<file path="config.mk">
export PLATFORM = sky130hd
export DESIGN_NAME = seg_mux_decoder
export DESIGN_NICKNAME = d
export VERILOG_FILES = /design/src/rtl/seg_pkg.sv /design/src/rtl/seg_glyph_decode.sv /design/src/rtl/seg_mux_decoder.sv
export SDC_FILE = /design/constraint.sdc
export NUM_CORES = 1
export LEC_CHECK = 0
export CAP_MARGIN = 20
export CORE_MARGIN = 2
export CORE_UTILIZATION = 55
export DETAILED_ROUTE_END_ITERATION = 10
export PLACE_DENSITY = 0.78
export RECOVER_POWER = 50
export REMOVE_ABC_BUFFERS = 1
export SYNTH_ARGS = -nofsm -noshare
export SYNTH_HDL_FRONTEND = slang
export SYNTH_SLANG_ARGS = --single-unit
</file>
<file path="constraint.sdc">
create_clock -name i_clock -period 2.65 [get_ports i_clock]
set_input_delay 0.795 -clock i_clock [delete_from_list [all_inputs] [get_ports i_clock]]
set_output_delay 0.795 -clock i_clock [all_outputs]
set_load 0.02 [all_outputs]
</file>
<file path="src/rtl/seg_pkg.sv">
// Shared types, glyph table and anode helpers for the seven-segment bus monitor.
package seg_pkg;

    localparam int unsigned NUM_DIGITS = 4;
    localparam int unsigned SEG_W      = 8;
    localparam int unsigned NUM_GLYPHS = 16;

    // Cathode bit positions: a..g occupy bits 7 down to 1, dp is bit 0.
    localparam int unsigned SEG_A  = 7;
    localparam int unsigned SEG_G  = 1;
    localparam int unsigned SEG_DP = 0;

    typedef enum logic [1:0] {
        ST_BLANK  = 2'd0,
        ST_SETTLE = 2'd1,
        ST_HELD   = 2'd2
    } seg_state_e;

    typedef struct packed {
        logic       legal;
        logic [3:0] hex;
    } glyph_t;

    // Lit-segment sets {a,b,c,d,e,f,g} for 0..F.
    localparam logic [6:0] GLYPHS [NUM_GLYPHS] = '{
        7'h7E, 7'h30, 7'h6D, 7'h79, 7'h33, 7'h5B, 7'h5F, 7'h70,
        7'h7F, 7'h7B, 7'h77, 7'h1F, 7'h4E, 7'h3D, 7'h4F, 7'h47
    };

    function automatic glyph_t decode_glyph(input logic [SEG_W-1:0] pattern);
        glyph_t     res;
        logic [6:0] lit;
        lit = ~pattern[SEG_A:SEG_G];
        res = '0;
        for (int i = 0; i < int'(NUM_GLYPHS); i++) begin
            if (GLYPHS[i] == lit) begin
                res.legal = 1'b1;
                res.hex   = 4'(i);
            end
        end
        return res;
    endfunction

    function automatic logic anode_one_hot(input logic [NUM_DIGITS-1:0] anx);
        logic [NUM_DIGITS-1:0] act;
        act = ~anx;
        return (act != '0) && ((act & (act - 4'd1)) == '0);
    endfunction

    function automatic logic [1:0] anode_index(input logic [NUM_DIGITS-1:0] anx);
        logic [1:0] idx;
        case (anx)
            4'b1110: idx = 2'd0;
            4'b1101: idx = 2'd1;
            4'b1011: idx = 2'd2;
            4'b0111: idx = 2'd3;
            default: idx = 2'd0;
        endcase
        return idx;
    endfunction

endpackage

</file>
<file path="src/rtl/seg_glyph_decode.sv">
// Combinational decode of one captured cathode pattern into hex value, legality and dp.
module seg_glyph_decode
    import seg_pkg::*;
(
    input  logic [SEG_W-1:0] i_pattern,
    output logic             o_legal_c,
    output logic [3:0]       o_hex_c,
    output logic             o_dp_c
);

    glyph_t w_glyph;

    always_comb begin
        w_glyph = decode_glyph(i_pattern);
    end

    assign o_legal_c = w_glyph.legal;
    assign o_hex_c   = w_glyph.hex;
    assign o_dp_c    = ~i_pattern[SEG_DP];

endmodule

</file>
<file path="src/rtl/seg_mux_decoder.sv">
// Monitors a multiplexed four-digit seven-segment bus and recovers each digit's
// pattern, hex value, dp, freshness and frame completion.
module seg_mux_decoder
    import seg_pkg::*;
#(
    parameter int unsigned STABLE_CYCLES  = 1000,
    parameter int unsigned TIMEOUT_CYCLES = 1000000
) (
    input  logic                  i_clock,
    input  logic                  i_reset,
    input  logic [NUM_DIGITS-1:0] i_anx,
    input  logic [SEG_W-1:0]      i_cx,
    output logic [SEG_W-1:0]      o_c0,
    output logic [SEG_W-1:0]      o_c1,
    output logic [SEG_W-1:0]      o_c2,
    output logic [SEG_W-1:0]      o_c3,
    output logic [15:0]           o_hex,
    output logic [NUM_DIGITS-1:0] o_dp,
    output logic [NUM_DIGITS-1:0] o_valid,
    output logic [NUM_DIGITS-1:0] o_legal,
    output logic [NUM_DIGITS-1:0] o_update,
    output logic                  o_frame_done
);

    localparam int unsigned S_W  = NUM_DIGITS + SEG_W;
    localparam int unsigned SC_W = $clog2(STABLE_CYCLES);
    localparam int unsigned TO_W = $clog2(TIMEOUT_CYCLES + 1);

    localparam logic [SC_W-1:0] SC_MAX  = SC_W'(STABLE_CYCLES - 1);
    localparam logic [TO_W-1:0] TO_MAX  = TO_W'(TIMEOUT_CYCLES);
    localparam logic [TO_W-1:0] TO_LAST = TO_W'(TIMEOUT_CYCLES - 1);

    logic [S_W-1:0]                   w_s_in;
    logic [S_W-1:0]                   r_s;
    logic                             w_change;
    logic [SC_W-1:0]                  r_stable;
    seg_state_e                       r_state;
    seg_state_e                       w_state_next;
    logic                             w_capture;
    logic [1:0]                       w_idx;
    logic [NUM_DIGITS-1:0]            w_cap_mask;
    logic                             w_legal;
    logic [3:0]                       w_hex;
    logic                             w_dp;
    logic [NUM_DIGITS-1:0][SEG_W-1:0] r_c;
    logic [NUM_DIGITS-1:0][3:0]       r_hex;
    logic [NUM_DIGITS-1:0]            r_dp;
    logic [NUM_DIGITS-1:0]            r_legal;
    logic [NUM_DIGITS-1:0]            r_valid;
    logic [NUM_DIGITS-1:0]            r_update;
    logic [NUM_DIGITS-1:0][TO_W-1:0]  r_to;
    logic [NUM_DIGITS-1:0]            r_seen;
    logic [NUM_DIGITS-1:0]            w_seen_acc;
    logic                             r_frame_done;

    // A change is detected on the same edge the new value enters s.
    assign w_s_in   = {i_anx, i_cx};
    assign w_change = (w_s_in != r_s);

    always_ff @(posedge i_clock) begin
        if (i_reset) begin
            r_s      <= {{NUM_DIGITS{1'b1}}, {SEG_W{1'b1}}};
            r_stable <= '0;
        end else begin
            r_s <= w_s_in;
            if (w_change) begin
                r_stable <= '0;
            end else if (r_stable != SC_MAX) begin
                r_stable <= r_stable + SC_W'(1);
            end
        end
    end

    always_ff @(posedge i_clock) begin
        if (i_reset) begin
            r_state <= ST_BLANK;
        end else begin
            r_state <= w_state_next;
        end
    end

    // HELD only leaves on a change, giving one capture per dwell.
    always_comb begin
        w_state_next = r_state;
        w_capture    = 1'b0;
        if (w_change) begin
            w_state_next = anode_one_hot(i_anx) ? ST_SETTLE : ST_BLANK;
        end else begin
            case (r_state)
                ST_SETTLE: begin
                    if (r_stable == SC_MAX) begin
                        w_state_next = ST_HELD;
                        w_capture    = 1'b1;
                    end
                end
                ST_BLANK: w_state_next = ST_BLANK;
                ST_HELD:  w_state_next = ST_HELD;
                default:  w_state_next = ST_BLANK;
            endcase
        end
    end

    assign w_idx      = anode_index(r_s[S_W-1:SEG_W]);
    assign w_cap_mask = w_capture ? (4'b0001 << w_idx) : '0;

    seg_glyph_decode u_glyph (
        .i_pattern (r_s[SEG_W-1:0]),
        .o_legal_c (w_legal),
        .o_hex_c   (w_hex),
        .o_dp_c    (w_dp)
    );

    always_ff @(posedge i_clock) begin
        if (i_reset) begin
            r_c      <= {NUM_DIGITS{8'hFF}};
            r_hex    <= '0;
            r_dp     <= '0;
            r_legal  <= '0;
            r_update <= '0;
        end else begin
            r_update <= w_cap_mask;
            for (int i = 0; i < int'(NUM_DIGITS); i++) begin
                if (w_cap_mask[i]) begin
                    r_c[i]     <= r_s[SEG_W-1:0];
                    r_hex[i]   <= w_hex;
                    r_dp[i]    <= w_dp;
                    r_legal[i] <= w_legal;
                end
            end
        end
    end

    // Freshness: a capture on the expiry cycle takes priority over the timeout.
    always_ff @(posedge i_clock) begin
        if (i_reset) begin
            r_to    <= '0;
            r_valid <= '0;
        end else begin
            for (int i = 0; i < int'(NUM_DIGITS); i++) begin
                if (w_cap_mask[i]) begin
                    r_to[i]    <= '0;
                    r_valid[i] <= 1'b1;
                end else if (r_to[i] == TO_LAST) begin
                    r_to[i]    <= TO_MAX;
                    r_valid[i] <= 1'b0;
                end else if (r_to[i] != TO_MAX) begin
                    r_to[i] <= r_to[i] + TO_W'(1);
                end
            end
        end
    end

    assign w_seen_acc = r_seen | w_cap_mask;

    always_ff @(posedge i_clock) begin
        if (i_reset) begin
            r_seen       <= '0;
            r_frame_done <= 1'b0;
        end else begin
            r_frame_done <= (w_seen_acc == 4'hF);
            r_seen       <= (w_seen_acc == 4'hF) ? '0 : w_seen_acc;
        end
    end

    assign o_c0         = r_c[0];
    assign o_c1         = r_c[1];
    assign o_c2         = r_c[2];
    assign o_c3         = r_c[3];
    assign o_hex        = r_hex;
    assign o_dp         = r_dp;
    assign o_valid      = r_valid;
    assign o_legal      = r_legal;
    assign o_update     = r_update;
    assign o_frame_done = r_frame_done;

endmodule

</file>
==> summary.txt <==
Run status
  • Status: completed

Clock tree
  • CTS sink cnt: 173
  • H-tree Lvls: 4
  • CTS tree: yes
  • Number of setup buffers added after CTS: 0
  • Bufs on Longest Clock Path: 2
  • Worst-Skew Late Latency: 0.43 ns
  • Clk slew on worst S/H paths: 0.06 ns
  • TritonCTS Buffers: 17
  • Root buf cell: clkbuf_16
  • CTS hold repair buffers: 0

Final layout
  • Area occupied by registers: 3460 µm²
  • Final #Nets: 917
  • Area grow syn2layout: 24.8%
  • Most common cell after layout, fill and taps aside: dfxtp_1
  • Area taken by multi-input logic gates: 3550 µm²
  • Final std cells w/o fill: 1,078
  • Most frequent cells in the layout: 173 x dfxtp_1, 121 x nor2_1, 66 x dlygate4sd3_1
  • Layout cells sized above 1: 10.7%
  • Diodes inserted: 0
  • Fin area: 9060 µm²
  • Filler cell count: 921

Power and ir drop
  • Clk pwr share: 45.7%
  • Sw Share: 22.3%
  • Net switching power figure: 1200 µW
  • LEAKAGE: 0.00338 µW
  • VDD IR max: 0.000458 V
  • Seq pwr share: 49.6%
  • Combinational power share: 4.6%
  • Pwr Density: 594 nW/µm²
  • Pwr Total: 5380 µW
  • Pint: 4180 µW

Synthesis
  • Synth warnings: 0
  • Post-synth EDFFs: 0
  • Main area contributors after synthesis: dfxtp_1 48%, nor2_1 6.3%, xnor2_1 5.9%, xor2_1 5.4%, nand3_1 2.9%
  • Yosys reg bits: 173
  • Predominant post-synthesis flop cell: dfxtp_1
  • Post-Synth Adder-Cell Area: 1.72%
  • Largest family of logic cells by synthesized area: simple AND/OR/NAND/NOR gates
  • Simple-gate area share of the yosys netlist: 24.4%
  • Syn_area_per_cell: 9.21 µm²
  • Sequential share of the synthesized area: 47.7%
  • Post-Syn Area: 7260 µm²
  • Cells after synthesis: 788
  • Synth Area in Compound Gates: 10.6%
  • Cell accounting for the most synthesized area: dfxtp_1
  • XOR/XNOR Fraction of Synth Area: 11.3%
  • Multiplexer share of the synthesized area: 0.690%
  • Yosys top cell area share: 47.7%
  • FFs w/ async S/R, synth: 0%
  • Yosys cell types: 52

Setup path
  • Worst R2R Setup Slack: 0.33 ns
  • CP max FO: 7
  • CP endpoint kind: flop
  • WP data required: 2.97 ns
  • Setup crit start kind: primary input
  • CP Class: in -> reg
  • CP Data Arrival Time: 2.84 ns

Timing
  • Fin Setup TNS: 0 ns
  • Worst Tran Pin Value: 0.687 ns
  • Rel. slew slack: 54.0%
  • RSZ-0062 raised after global routing: false
  • Peak Freq: 0.396 GHz
  • Shortest period the worst path allows: 2.52 ns
  • Slew Limit Fails: 0
  • Final Setup Violations: 0
  • Post-Route Skew: 0.0102 ns
  • Final hold vios: 0
  • Crit share post-route: 95.2%

Floorplan
  • Initial cell density of the core: 56.8%
  • Row cnt: 41
  • Ports: 79
  • Die area: 14,100 µm²
  • Die height: 119 µm
  • Core area: 12,800 µm²
  • Die X: 119 µm

Global routing
  • Total GRT Usage: 25.2%
  • Vias in the first global route: 5,952
  • Initial antenna violation count: 0
  • GRT overflow: 0
  • First-pass GRT wire length: 28,700 µm
  • Pin count of the biggest net entering global routing: 17

Hold path
  • Min-Delay Path Class: reg -> reg

Drt
  • Drt drc: 0
  • Post-DR vias/cell: 5.68
  • Routed wire per std cell: 15.9 µm
  • Drt pass-1 iters: 5
  • Routed WL: 17,200 µm
  • Routed via count: 6,122
  • DRT iter0 DRCs: 544
  • Antenna-violating nets left: 0

Place
  • Placed cell areas: 8490 µm²
  • Placed Cells: 1,046
  • Global placement routability congestion: 0.910
  • DP HPWL: 12,300 µm
  • I/O Buffers: 78

Run
  • Max Cap Viol: 0
-- cell type report --
class	count	share of cell area [%]
multi-input combinational	555	39.2
sequential	173	38.2
timing repair buffer	119	12.5
clock buffer	19	5.00
tap	172	2.38
clock inverter	13	1.56
inverter	27	1.12
-- stage by stage --
| step | worst slack, ns | util [%] | hold slack (ns) |
|---|---|---|---|
| floorplan | 0.409 | - | 0.449 |
| global placement | -0.248 | 66.5 | 0.432 |
| detailed placement | -0.308 | 66.5 | 0.433 |
| CTS | 0.133 | 71.2 | 0.444 |
| global route | 0.0189 | 70.9 | 0.464 |
| finish | 0.127 | 70.9 | 0.440 |
-- worst paths after layout --
kind	start	end	cells after the start
max	i_anx[0]	o_hex[14]	8
min	o_valid[1]	o_valid[1]	2
max reg2reg	r_s[7]	o_hex[14]	7
min reg2reg	o_valid[1]	o_valid[1]	2
-- power by group through the flow --
stage | logic (µW) | clock network (µW) | registers (µW)
final | 250 | 2460 | 2670
after global routing | 276 | 2610 | 2670
after CTS | 255 | 2510 | 2670
after detailed placement | 253 | 0 | 2730
after global placement | 242 | 0 | 2720
after floorplan | 130 | 0 | 2720
-- worst max-delay path, stage by stage --
cell             delay (ns)
clkdlybuf4s50_1        0.45
xnor2_1                0.24
nand4_1                0.17
nor3_4                 0.26
buf_4                  0.19
nand4_1                0.18
nor2b_1                0.26
a22o_1                 0.29
-- sequential cells by signal, summed over array words and instances, names as in the netlist --
name          flops
o_c1              8
o_update          4
o_dp              4
o_c2              8
o_legal           4
o_c0              8
o_valid           4
o_frame_done      1
o_c3              8
r_stable         10
r_seen            4
r_state           2
r_to             80
o_hex            16
r_s              12
-- per-layer routing --
layer	track usage (%)	up-vias	wire, µm
met5	0	-	0
met3	5.08	37	898
met1	32.3	2928	7600
met2	41.3	203	8290
met4	10.6	0	403
li1	-	2954	-
-- synthesized netlist by cell type, drive strengths merged (2+ instances only) --
cell type,count
a2bb2oi,9
xor2,45
mux2i,5
nand4b,5
a22o,12
o22a,24
or3b,3
nand3,42
o2bb2ai,12
o21ai,6
or2,18
inv,27
nand2b,11
xnor2,49
nor3b,4
nor2,121
ha,10
nor2b,5
a22oi,2
a221oi,3
or4b,2
and3,15
a211oi,2
and4,13
and2,5
clkbuf,16
nand2,52
nor4b,3
a21oi,16
buf,17
dfxtp,173
a31oi,6
nor4,12
a32o,2
nand4,20
nor3,11
-- logic make-up after synthesis --
logic type	after synthesis
AO/OA/AOI/OAI	99
XOR/XNOR	94
adder cells (fa/ha/maj)	10
buffers and inverters	60
flip-flops	173
multiplexers	5
AND/OR/NAND/NOR	347
-- timing repair --
action | 4_1_cts | 5_1_grt
resized for setup | 0 | 4
endpoints found under the setup margin | 0 | 12
hold endpoints to repair | 0 | 0
(Power assumes the default switching activity.)
